**src/rtl/inst_fetch.sv**
```systemverilog
// Instruction fetch stage: one outstanding request on the instruction bus,
// with delay-slot aware redirect handling and exception flush/cancel.
module inst_fetch #(
    parameter logic [31:0] RESET_PC = 32'hBFC0_0000
) (
    input  logic        clk,
    input  logic        rst,
    input  logic        stallF,
    input  logic        redirect,
    input  logic [31:0] redirect_pc,
    input  logic        exc_flush,
    input  logic [31:0] exc_pc,
    input  logic        branchD,
    output logic        inst_req,
    output logic [31:0] inst_addr,
    input  logic        inst_addr_ok,
    input  logic        inst_data_ok,
    input  logic [31:0] inst_rdata,
    output logic [31:0] pcF,
    output logic [31:0] pc_plus4F,
    output logic [31:0] instrF,
    output logic [31:0] F_change,
    output logic        validF,
    output logic        i_stall
);

    typedef enum logic [1:0] {S_REQ, S_WAIT, S_HOLD, S_CANCEL} state_t;

    state_t      state, state_nxt;
    logic [31:0] pc, pc_nxt;
    logic [31:0] buf_q, buf_nxt;
    logic        redir_v, redir_v_nxt;
    logic [31:0] redir_pc, redir_pc_nxt;
    logic [31:0] seq_pc;
    logic        advance;

    always_ff @(posedge clk) begin
        if (rst) begin
            state    <= S_REQ;
            pc       <= RESET_PC;
            buf_q    <= '0;
            redir_v  <= 1'b0;
            redir_pc <= '0;
        end else begin
            state    <= state_nxt;
            pc       <= pc_nxt;
            buf_q    <= buf_nxt;
            redir_v  <= redir_v_nxt;
            redir_pc <= redir_pc_nxt;
        end
    end

    always_comb begin
        state_nxt    = state;
        pc_nxt       = pc;
        buf_nxt      = buf_q;
        redir_v_nxt  = redir_v;
        redir_pc_nxt = redir_pc;
        inst_req     = 1'b0;
        validF       = 1'b0;
        i_stall      = 1'b1;
        instrF       = buf_q;
        advance      = 1'b0;

        if (redirect) begin
            redir_v_nxt  = 1'b1;
            redir_pc_nxt = redirect_pc;
        end
        // A redirect arriving while the delay slot leaves fetch is taken at once
        seq_pc = redirect ? redirect_pc : (redir_v ? redir_pc : pc + 32'd4);

        case (state)
            S_REQ: begin
                inst_req = 1'b1;
                if (exc_flush) begin
                    // pc holds the exception target while CANCEL drains the old request
                    redir_v_nxt = 1'b0;
                    pc_nxt      = exc_pc;
                    if (inst_addr_ok) state_nxt = S_CANCEL;
                end else if (inst_addr_ok) begin
                    state_nxt = S_WAIT;
                end
            end
            S_WAIT: begin
                instrF  = inst_rdata;
                i_stall = ~inst_data_ok;
                if (exc_flush) begin
                    redir_v_nxt = 1'b0;
                    pc_nxt      = exc_pc;
                    state_nxt   = inst_data_ok ? S_REQ : S_CANCEL;
                end else if (inst_data_ok) begin
                    validF  = 1'b1;
                    buf_nxt = inst_rdata;
                    if (stallF) state_nxt = S_HOLD;
                    else        advance   = 1'b1;
                end
            end
            S_HOLD: begin
                validF  = 1'b1;
                i_stall = 1'b0;
                if (exc_flush) begin
                    redir_v_nxt = 1'b0;
                    pc_nxt      = exc_pc;
                    state_nxt   = S_REQ;
                end else if (!stallF) begin
                    advance = 1'b1;
                end
            end
            S_CANCEL: begin
                if (exc_flush) begin
                    redir_v_nxt = 1'b0;
                    pc_nxt      = exc_pc;
                end
                if (inst_data_ok) state_nxt = S_REQ;
            end
            default: state_nxt = S_REQ;
        endcase

        if (advance) begin
            pc_nxt      = seq_pc;
            redir_v_nxt = 1'b0;
            state_nxt   = S_REQ;
        end
    end

    assign inst_addr = pc;
    assign pcF       = pc;
    assign pc_plus4F = pc + 32'd4;
    assign F_change  = {31'b0, branchD & validF};

endmodule

```
**config.mk**
```make
export PLATFORM = sky130hd
export DESIGN_NAME = inst_fetch
export DESIGN_NICKNAME = d
export VERILOG_FILES = /design/src/rtl/inst_fetch.sv
export SDC_FILE = /design/constraint.sdc
export NUM_CORES = 1
export LEC_CHECK = 0
export CAP_MARGIN = 20
export CELL_PAD_IN_SITES_DETAIL_PLACEMENT = 1
export CELL_PAD_IN_SITES_GLOBAL_PLACEMENT = 1
export CORE_MARGIN = 2
export CORE_UTILIZATION = 27
export CTS_CLUSTER_SIZE = 40
export DETAILED_ROUTE_END_ITERATION = 12
export PLACE_DENSITY = 0.85
export SLEW_MARGIN = 15
export SYNTH_ARGS = -nofsm -noshare
export SYNTH_HDL_FRONTEND = slang
export SYNTH_SLANG_ARGS = --single-unit
```
**constraint.sdc**
```tcl
create_clock -name clk -period 2.4 [get_ports clk]
set_clock_uncertainty 0.05 [all_clocks]
set_input_delay 0.48 -clock clk [delete_from_list [all_inputs] [get_ports clk]]
set_output_delay 0.48 -clock clk [all_outputs]
set_load 0.05 [all_outputs]
```
==> results of run 1 <==
worst max-delay path, stage by stage, from the launching register on:
cell and delay, ns:
dfxtp_4 0.36, nand4_4 0.11, or4_4 0.52, buf_12 0.18, o31a_2 0.33, or2_4 0.24, buf_12 0.15
how the worst max path moves through the flow:
stage | end | slack, ns | cells after the start
floorplan | pc_plus4F[21] | -0.15 | 6
global placement | pc_plus4F[21] | -0.03 | 6
detailed placement | pc_plus4F[29] | -0.06 | 6
CTS | pc_plus4F[21] | -0.39 | 6
global route | pc_plus4F[21] | -0.44 | 6
finish | pc_plus4F[21] | -0.39 | 6
kinds of logic (layout without fill, tap and decap cells):
kind of cell	count (synthesis)	count (layout)	share of synthesized area (%)
AO/OA/AOI/OAI	168	168	18.6
adder cells (fa/ha/maj)	6	6	1.24
flip-flops	99	99	32.7
XOR/XNOR	24	24	3.59
AND/OR/NAND/NOR	221	221	17.6
multiplexers	72	72	12.6
other	1	31	0.0618
buffers and inverters	134	351	13.5
flip-flops by register name, indices dropped and copies added, names as in the netlist:
| signal | count |
|---|---|
| inst_addr | 32 |
| redir_v | 1 |
| buf_q | 32 |
| redir_pc | 32 |
| state | 2 |
metal layers:
metal / part of all wire [%] / global-route usage, % / up-vias
li1: - / - / 2972
met1: 40 / 24.8 / 3161
met3: 6.2 / 5.05 / 48
met2: 51 / 37.9 / 293
met5: 0.062 / 0 / -
met4: 2.8 / 7.43 / 2
placed cells by master, fill, tap and decap left out, types with 10 or more instances in the layout:
master / synthesis / final
dfxtp_4: 0 / 17
o21ai_0: 21 / 21
mux2_2: 37 / 37
buf_12: 0 / 31
dfxtp_1: 99 / 73
mux2i_1: 35 / 34
inv_1: 17 / 15
buf_4: 68 / 109
a221oi_1: 12 / 10
clkdlybuf4s50_1: 0 / 166
a21oi_1: 59 / 59
nand2_1: 106 / 102
nand3_1: 16 / 11
a222oi_1: 10 / 10
conb_1: 1 / 31
nor2_1: 41 / 41
report_power, final:
| group | internal [mW] | switching (mW) |
|---|---|---|
| sequential | 1.80 | 0.136 |
| combinational | 1.55 | 2.54 |
| clock | 0.706 | 0.708 |
through the flow:
stage	power [mW]	cells
final	7.43	1252
after global routing	7.74	1252
after CTS	7.43	1245
after detailed placement	5.92	1212
after global placement	5.85	1212
after floorplan	4.61	755
final cells by class:
type	count	share of cell area, %
multi-input cells	522	39.8
repair buffers	318	32.6
flip-flops and latches	99	20.7
well taps	280	3.53
clock buffers	10	2.31
inverters	17	0.643
clock inverters	6	0.403
timing repair:
action | in CTS | in global routing
setup buffers | 17 | 10
gates cloned | 0 | 0
pin swaps | 14 | 15
resized for setup | 39 | 19
setup endpoints to repair | 54 | 61
==> impl_results.md, run 1 <==
* Sum Neg Setup Slack at -4.59 ns
* # hold bufs at CTS at 0
* Critical R2R Capture: inst_addr[13]
* Post-layout util at 45.2%
* Register area at 2060 sq um
* Die Width at between 150 and 200 microns
* CP startpoint kind: register
* Min cycle time layout at 2.79 ns
* Buffers on Ports at 235
* Worst hold path depth at 2
* Min-Delay Endpoint: buf_q[15]
* Post-synthesis register bit count at 99
* Worst Path Class, Setup: register to output port
* Clock Path Buffers at 2
* Synth top area share at 32.7%
* Clock root cell: clkbuf_16
* Post-Place Cell Area at 9230 sq um
* Post-Syn Area at between 6000 and 7000 sq um
* Worst path arrival time at approximately 2.3 ns
* RSZ-0062 raised after global routing: yes
* Post-Syn Area per Cell at 8.36 sq um
* Vias in the first global route at between 6000 and 7000
* Top cells by count, synth: nand2_1, dfxtp_1, buf_4
* Final hold vios at 0
* FFs w/ async S/R, synth at 0%
* Initial antenna violation count at 1
* Antenna Nets Post-Route at 0
* Height of the die at 154 microns
* H-tree depth at 3
* DR WL/cell at 20.5 microns
* Worst min-delay path class: register to register
* CTS tree: done
* Leakage at 3.99 nW
* Status: finished with violations
* Count leader, synth: nand2_1
* Fillers at ~2500
* Sequential fraction of the synthesis area at around a third
* WHS at 0.406 ns
* Worst reg2reg startpoint: inst_addr[9]
* Pre-CTS WS at -0.0555 ns
* Post-synth top area cell: dfxtp_1
* Clock buffers created by TritonCTS at 9
* Reg clk slew, reported paths at 0.07 ns
* P per Cell Area at 749 nW/um^2
* All-Layer GR Usage at 21.2%
* Crit-path max FO at 14
* Final wirelength at 25700 microns
* Worst setup margin at -0.388 ns
* DP HPWL at between 15000 and 20000 microns
* Max capacitance violation total at 0
* First-pass GRT wire length at 39400 microns
* Synth warn at 0
* Nets at 1077
* Clk sinks at 99
* VDD IR-drop max at 585 uV
* Reg2Reg Depth at 9
* Multi-input logic area at 3960 sq um
* Failing checks: negative setup slack
* Diode count at 0
* Core Area at 22000 sq um
* Ys flop type: dfxtp_1
* Detailed Routing Iterations Pass 1 at 5
* Via density at just over 5
* HP Start: buf_q[15]
* Area grow syn2layout at 63.8%
* Crit path launch: inst_addr[9]
* Fin. max-slew vios at 0
* Full die area at 23700 sq um
* Final GP Congestion at 0.830
* Final Cell Area at 9930 sq um
* Starting Density at 27.6%
* Synth unique cells at 75
* Mapped Cells at 725
* Via count at around 6500
* Congestion Overflow GR at 0
* Final setup violation count at 20
* Slew @ Worst Pin at 0.541 ns
* Share of post-route cells with drive strength above 1 at 31.2%
* Slew Limit Headroom at 63.8%
* Largest net degree at the start of global routing at 35
* Endpoint class of the critical path: output port
* Max Freq at between 300 and 400 MHz
* Row cnt at 54
* Top cells by area, synth: dfxtp_1, buf_4, mux2_2
* Number of synthesized flops with an enable pin at 0
* DRC violations left at 0
* Clock latency on the worst-skew pair at 0.36 ns
* Fin crit share at 116%
* Initial DRC count at roughly 320
* IO Pins at between 200 and 300
* FF-to-FF setup slack at 0.06 ns
* Critical Path RT at between 1.5 and 2 ns
Power figures use the tool's default switching activity.
==> inputs of run 2 (changes only) <==
REMOVE_ABC_BUFFERS = 1   (was unset)
SLEW_MARGIN = unset   (was 15)
==> impl_results.md, run 2 (synthesized netlist as in run 1, its figures left out) <==
* CP Cell Sequence: nand4_2 -> or4_4 -> buf_6 -> or3_4 -> xnor2_4 -> buf_12
* Die Width at 154 microns
* Nets at 1095
* Fin. max-slew vios at 0
* Slew Limit Headroom at a little under two thirds
* Congestion Overflow GR at 0
* Worst path arrival time at 2.34 ns
* CTS tree: done
* Slowest stage cell, crit path: or4_4
* Endpoint class of the critical path: output port
* Min cycle time layout at between 2 and 3 ns
* Final GP Congestion at 0.831
* Fillers at 2483
* Failing checks: negative setup slack
* Via density at 5.26
* Initial antenna violation count at 3
* DR WL/cell at 21.4 microns
* Largest net degree at the start of global routing at 40
* Clock root cell: clkbuf_16
* Clock Path Buffers at 2
* Detailed Routing Iterations Pass 1 at 5
* Post-layout util at around 45%
* CP startpoint kind: register
* Clock latency on the worst-skew pair at between 0.3 and 0.4 ns
* Antenna Nets Post-Route at 0
* RSZ-0062 raised after global routing: yes
* Reg clk slew, reported paths at 0.08 ns
* Commonest non-fill, non-tap cell in the layout: clkdlybuf4s50_1
* Full die area at 23700 sq um
* Buffers on Ports at 235
* Vias in the first global route at between 6000 and 7000
* Share of post-route cells with drive strength above 1 at between 30 and 40%
* Final setup violation count at 19
* Worst setup margin at -0.468 ns
* Area grow syn2layout at 64.3%
* All-Layer GR Usage at 21.3%
* Worst min-delay path class: register to register
* P per Cell Area at 762 nW/um^2
* Post-Place Cell Area at 8870 sq um
* First-pass GRT wire length at 39500 microns
* Max capacitance violation total at 0
* Row cnt at between 50 and 60
* Final Cell Area at 9960 sq um
* Clock buffers created by TritonCTS at 9
* Initial DRC count at about 460
* Status: finished with violations
* Core Area at about 22000 sq um
* Clk sinks at 99
* Final hold vios at 0
* Slew @ Worst Pin at 0.548 ns
* Worst Path Class, Setup: register to output port
* Top Layer Used: met4
* Crit-path max FO at 3
* Starting Density at 27.6%
* IO Pins at approximately 270
* VDD IR-drop max at 312 uV
* Height of the die at 154 microns
* Max Freq at around 350 MHz
* DRC violations left at 0
* Leakage at 4.13 nW
* DP HPWL at 18900 microns
* Via count at 6700
* Met2 wire length at roughly 14000 microns
* WL met1 at 11100 microns
* Final wirelength at about 27000 microns
* Worst path max stage delay at 0.62 ns
* Critical Path RT at 1.87 ns
* Most frequent cells in the layout: clkdlybuf4s50_1, buf_4, nand2_1
* H-tree depth at 3
* DR WL met3 at ~1600 microns
* Fin crit share at 120%
[run 2: changes by cell type in the layout (fill, tap and decap cells not counted), sizes merged]
cell / delta
diode: +3
inv: -2
clkdlybuf4s50: -2
dlymetal6s2s: +1
clkinv: +2
clkinvlp: -1
clkbuf: +3
buf: +17
[run 2: final timing paths]
kind | slack [ns] | depth (start not counted) | start | end
hold / removal | 0.41 | 2 | buf_q[10] | buf_q[10]
hold reg to reg | 0.41 | 2 | buf_q[10] | buf_q[10]
setup / recovery | -0.47 | 6 | inst_addr[14] | pc_plus4F[29]
setup reg to reg | 0.07 | 7 | inst_addr[14] | inst_addr[29]
[run 2: metal layers]
layer | vias to the layer above | GRT usage [%]
met5 | - | 0
met4 | 0 | 7.52
met3 | 54 | 3.83
met2 | 293 | 36.9
met1 | 3351 | 26.5
li1 | 3002 | -
[run 2: layout make-up]
class	instances	area, sq um	share of cell area (%)
flip-flops and latches	99	2010	20.2
clock inverters	5	36.3	0.364
diodes	3	7.51	0.0753
multi-input cells	522	3820	38.4
well taps	280	350	3.52
repair buffers	336	3430	34.4
inverters	17	67.6	0.678
clock buffers	11	243	2.44
[run 2: repair_timing]
action	in CTS	in global routing
gates resized for setup	60	56
gates cloned	1	1
endpoints found under the setup margin	59	50
pin swaps	16	29
hold buffers	0	0
buffers inserted	10	17
[run 2: metrics by stage]
stage	instances	setup slack [ns]	TNS [ns]	hold slack (ns)	total power, mW
after global routing	1273	-0.525	-6.83	0.432	7.87
after global placement	1228	-0.128	-0.696	0.390	5.79
after detailed placement	1228	-0.217	-1.51	0.398	5.86
after floorplan	638	-1.38	-58.37	0.378	4.28
after CTS	1255	-0.476	-5.54	0.408	7.48
final	1273	-0.468	-5.48	0.406	7.59
[run 2: where the power goes]
part           internal (mW)  switching, mW  total [mW]
Clock                  0.739          0.706        1.45
Combinational           1.63           2.60        4.23
Sequential              1.79          0.126        1.92
Total                   4.16           3.43        7.59
[run 2: worst max-delay path: cells and delay by family (launching register included)]
| family | cells | cell delay [ns] |
|---|---|---|
| XOR/XNOR | 1 | 0.20 |
| flip-flops | 1 | 0.34 |
| buffers and inverters | 2 | 0.31 |
| AND/OR/NAND/NOR | 3 | 1.13 |
==> inputs of run 3 (changes only) <==
CORE_ASPECT_RATIO = 1.1   (was unset)
CORE_UTILIZATION = 41   (was 27)
DONT_BUFFER_PORTS = 1   (was unset)
PLACE_DENSITY = 0.84   (was 0.85)
==> impl_results.md, run 3 (synthesized netlist as in run 1, its figures left out) <==
* Clock root cell: clkbuf_16
* VDD IR-drop max at 607 uV
* Die Width at 120 microns
* Pre-CTS WS at -0.135 ns
* Height of the die at 132 microns
* Worst min-delay path class: input port to register
* Final GP Congestion at between 0.8 and 0.9
* Via count at 5933
* Detailed Routing Iterations Pass 1 at 5
* Worst setup margin at -0.473 ns
* Nets at 874
* First-pass GRT wire length at approximately 35000 microns
* Commonest non-fill, non-tap cell in the layout: nand2_1
* RSZ-0062 raised after global routing: yes
* CP startpoint kind: register
* Worst Path Class, Setup: register to output port
* Fin crit share at 120%
* Clock Path Buffers at 2
* Clock latency on the worst-skew pair at 0.37 ns
* Leakage at 3.07 nW
* CTS tree: done
* Diode count at 0
* Share of post-route cells with drive strength above 1 at between 30% and 40%
* Status: finished with violations
* Total power at ~6.7 mW
* Max Freq at between 300 and 400 MHz
* DRC violations left at 0
* All-Layer GR Usage at roughly 28%
* Sum Neg Setup Slack at -6.61 ns
* Area grow syn2layout at 23.1%
* Vias in the first global route at 6303
* Worst path arrival time at 2.34 ns
* Max capacitance violation total at 0
* P per Cell Area at 894 nW/um^2
* DP HPWL at 15300 microns
* Row cnt at 46
* H-tree depth at 3
* Initial DRC count at around 600
* DR WL/cell at 24.8 microns
* Clk sinks at 99
* Full die area at 15800 sq um
* Critical Path RT at 1.87 ns
* Final wirelength at roughly 24000 microns
* Initial antenna violation count at 0
* Buffers on Ports at 0
* Crit-path max FO at 14
* Via density at a little over 6
* Final setup violation count at 20
* Fin. max-slew vios at 0
* Starting Density at 42.0%
* Core Area at 14400 sq um
* # hold bufs at CTS at 0
* Clock buffers created by TritonCTS at 9
* IO Pins at 267
* Reg clk slew, reported paths at roughly 0.070 ns
* Final hold vios at 0
* Most frequent cells in the layout: nand2_1, dfxtp_1, buf_4
* Largest net degree at the start of global routing at 95
* Fillers at roughly 1600
* Antenna Nets Post-Route at 0
* Failing checks: negative setup slack
* Min cycle time layout at between 2 and 3 ns
* Congestion Overflow GR at 0
* FF-to-FF setup slack at roughly 0.010 ns
* Endpoint class of the critical path: output port
## run 3: cell types whose count changed in the layout (fill, tap and decap cells not counted), moves of 3 or more
cell             delta
xnor2_1             +7
clkdlybuf4s50_1   -164
diode_2             -3
buf_6               +4
xnor2_4             -3
buf_8               -5
buf_12             -15
mux2_2             -17
xnor2_2             -4
mux2_4             +17
buf_4              -35
## run 3: final cells by class
type                            count  area [sq um]  share of cell area [%]
Sequential cell                    99          2010                    26.9
Inverter                           17          63.8                   0.855
Timing Repair Buffer              115          1100                    14.8
Multi-Input combinational cell    522          3760                    50.4
Clock buffer                        9           225                    3.02
Tap cell                          192           240                    3.22
Clock inverter                      7          62.6                   0.838
## run 3: path summary, 6_finish.rpt
check | from | endpoint | cells after the start
worst max register to register | inst_addr[10] | inst_addr[29] | 7
worst min-delay path | rst | buf_q[25] | 1
worst max-delay path | inst_addr[10] | pc_plus4F[21] | 6
worst min register to register | buf_q[3] | buf_q[3] | 2
## run 3: metrics by stage
| step | cell area, sq um | utilization (%) | instances | hold WS, ns |
|---|---|---|---|---|
| floorplan | 5420 | - | 638 | 0.378 |
| global placement | 6500 | 45.0 | 927 | 0.383 |
| detailed placement | 6500 | 45.0 | 927 | 0.394 |
| CTS | 7190 | 49.8 | 956 | 0.124 |
| global route | 7470 | 51.7 | 961 | 0.124 |
| finish | 7470 | 51.7 | 961 | 0.136 |
## run 3: routing by layer
| metal | share of wire [%] | vias to the layer above | track usage, % |
|---|---|---|---|
| li1 | - | 2568 | - |
| met2 | 52 | 357 | 50.3 |
| met5 | 0 | - | 0 |
| met4 | 4.9 | 0 | 15.4 |
| met3 | 8.0 | 94 | 6.86 |
| met1 | 36 | 2914 | 31.0 |
## run 3: timing repair
action | 4_1_cts | 5_1_grt
endpoints found under the setup margin | 58 | 69
cloned | 0 | 1
gates resized for setup | 75 | 51
setup buffers | 13 | 6
pin swaps | 13 | 15
## run 3: where the power goes
part | internal, mW | switching (mW) | leakage (nW)
Clock | 0.723 | 0.733 | 0.138
Sequential | 1.79 | 0.122 | 0.819
Combinational | 0.958 | 2.34 | 2.12
Total | 3.47 | 3.20 | 3.07
## run 3: critical path: stages, from the launching register on
cell,delay [ns]
dfxtp_1,0.42
nand2_1,0.16
or4_4,0.47
buf_12,0.18
o31a_4,0.33
or2_4,0.27
buf_12,0.15
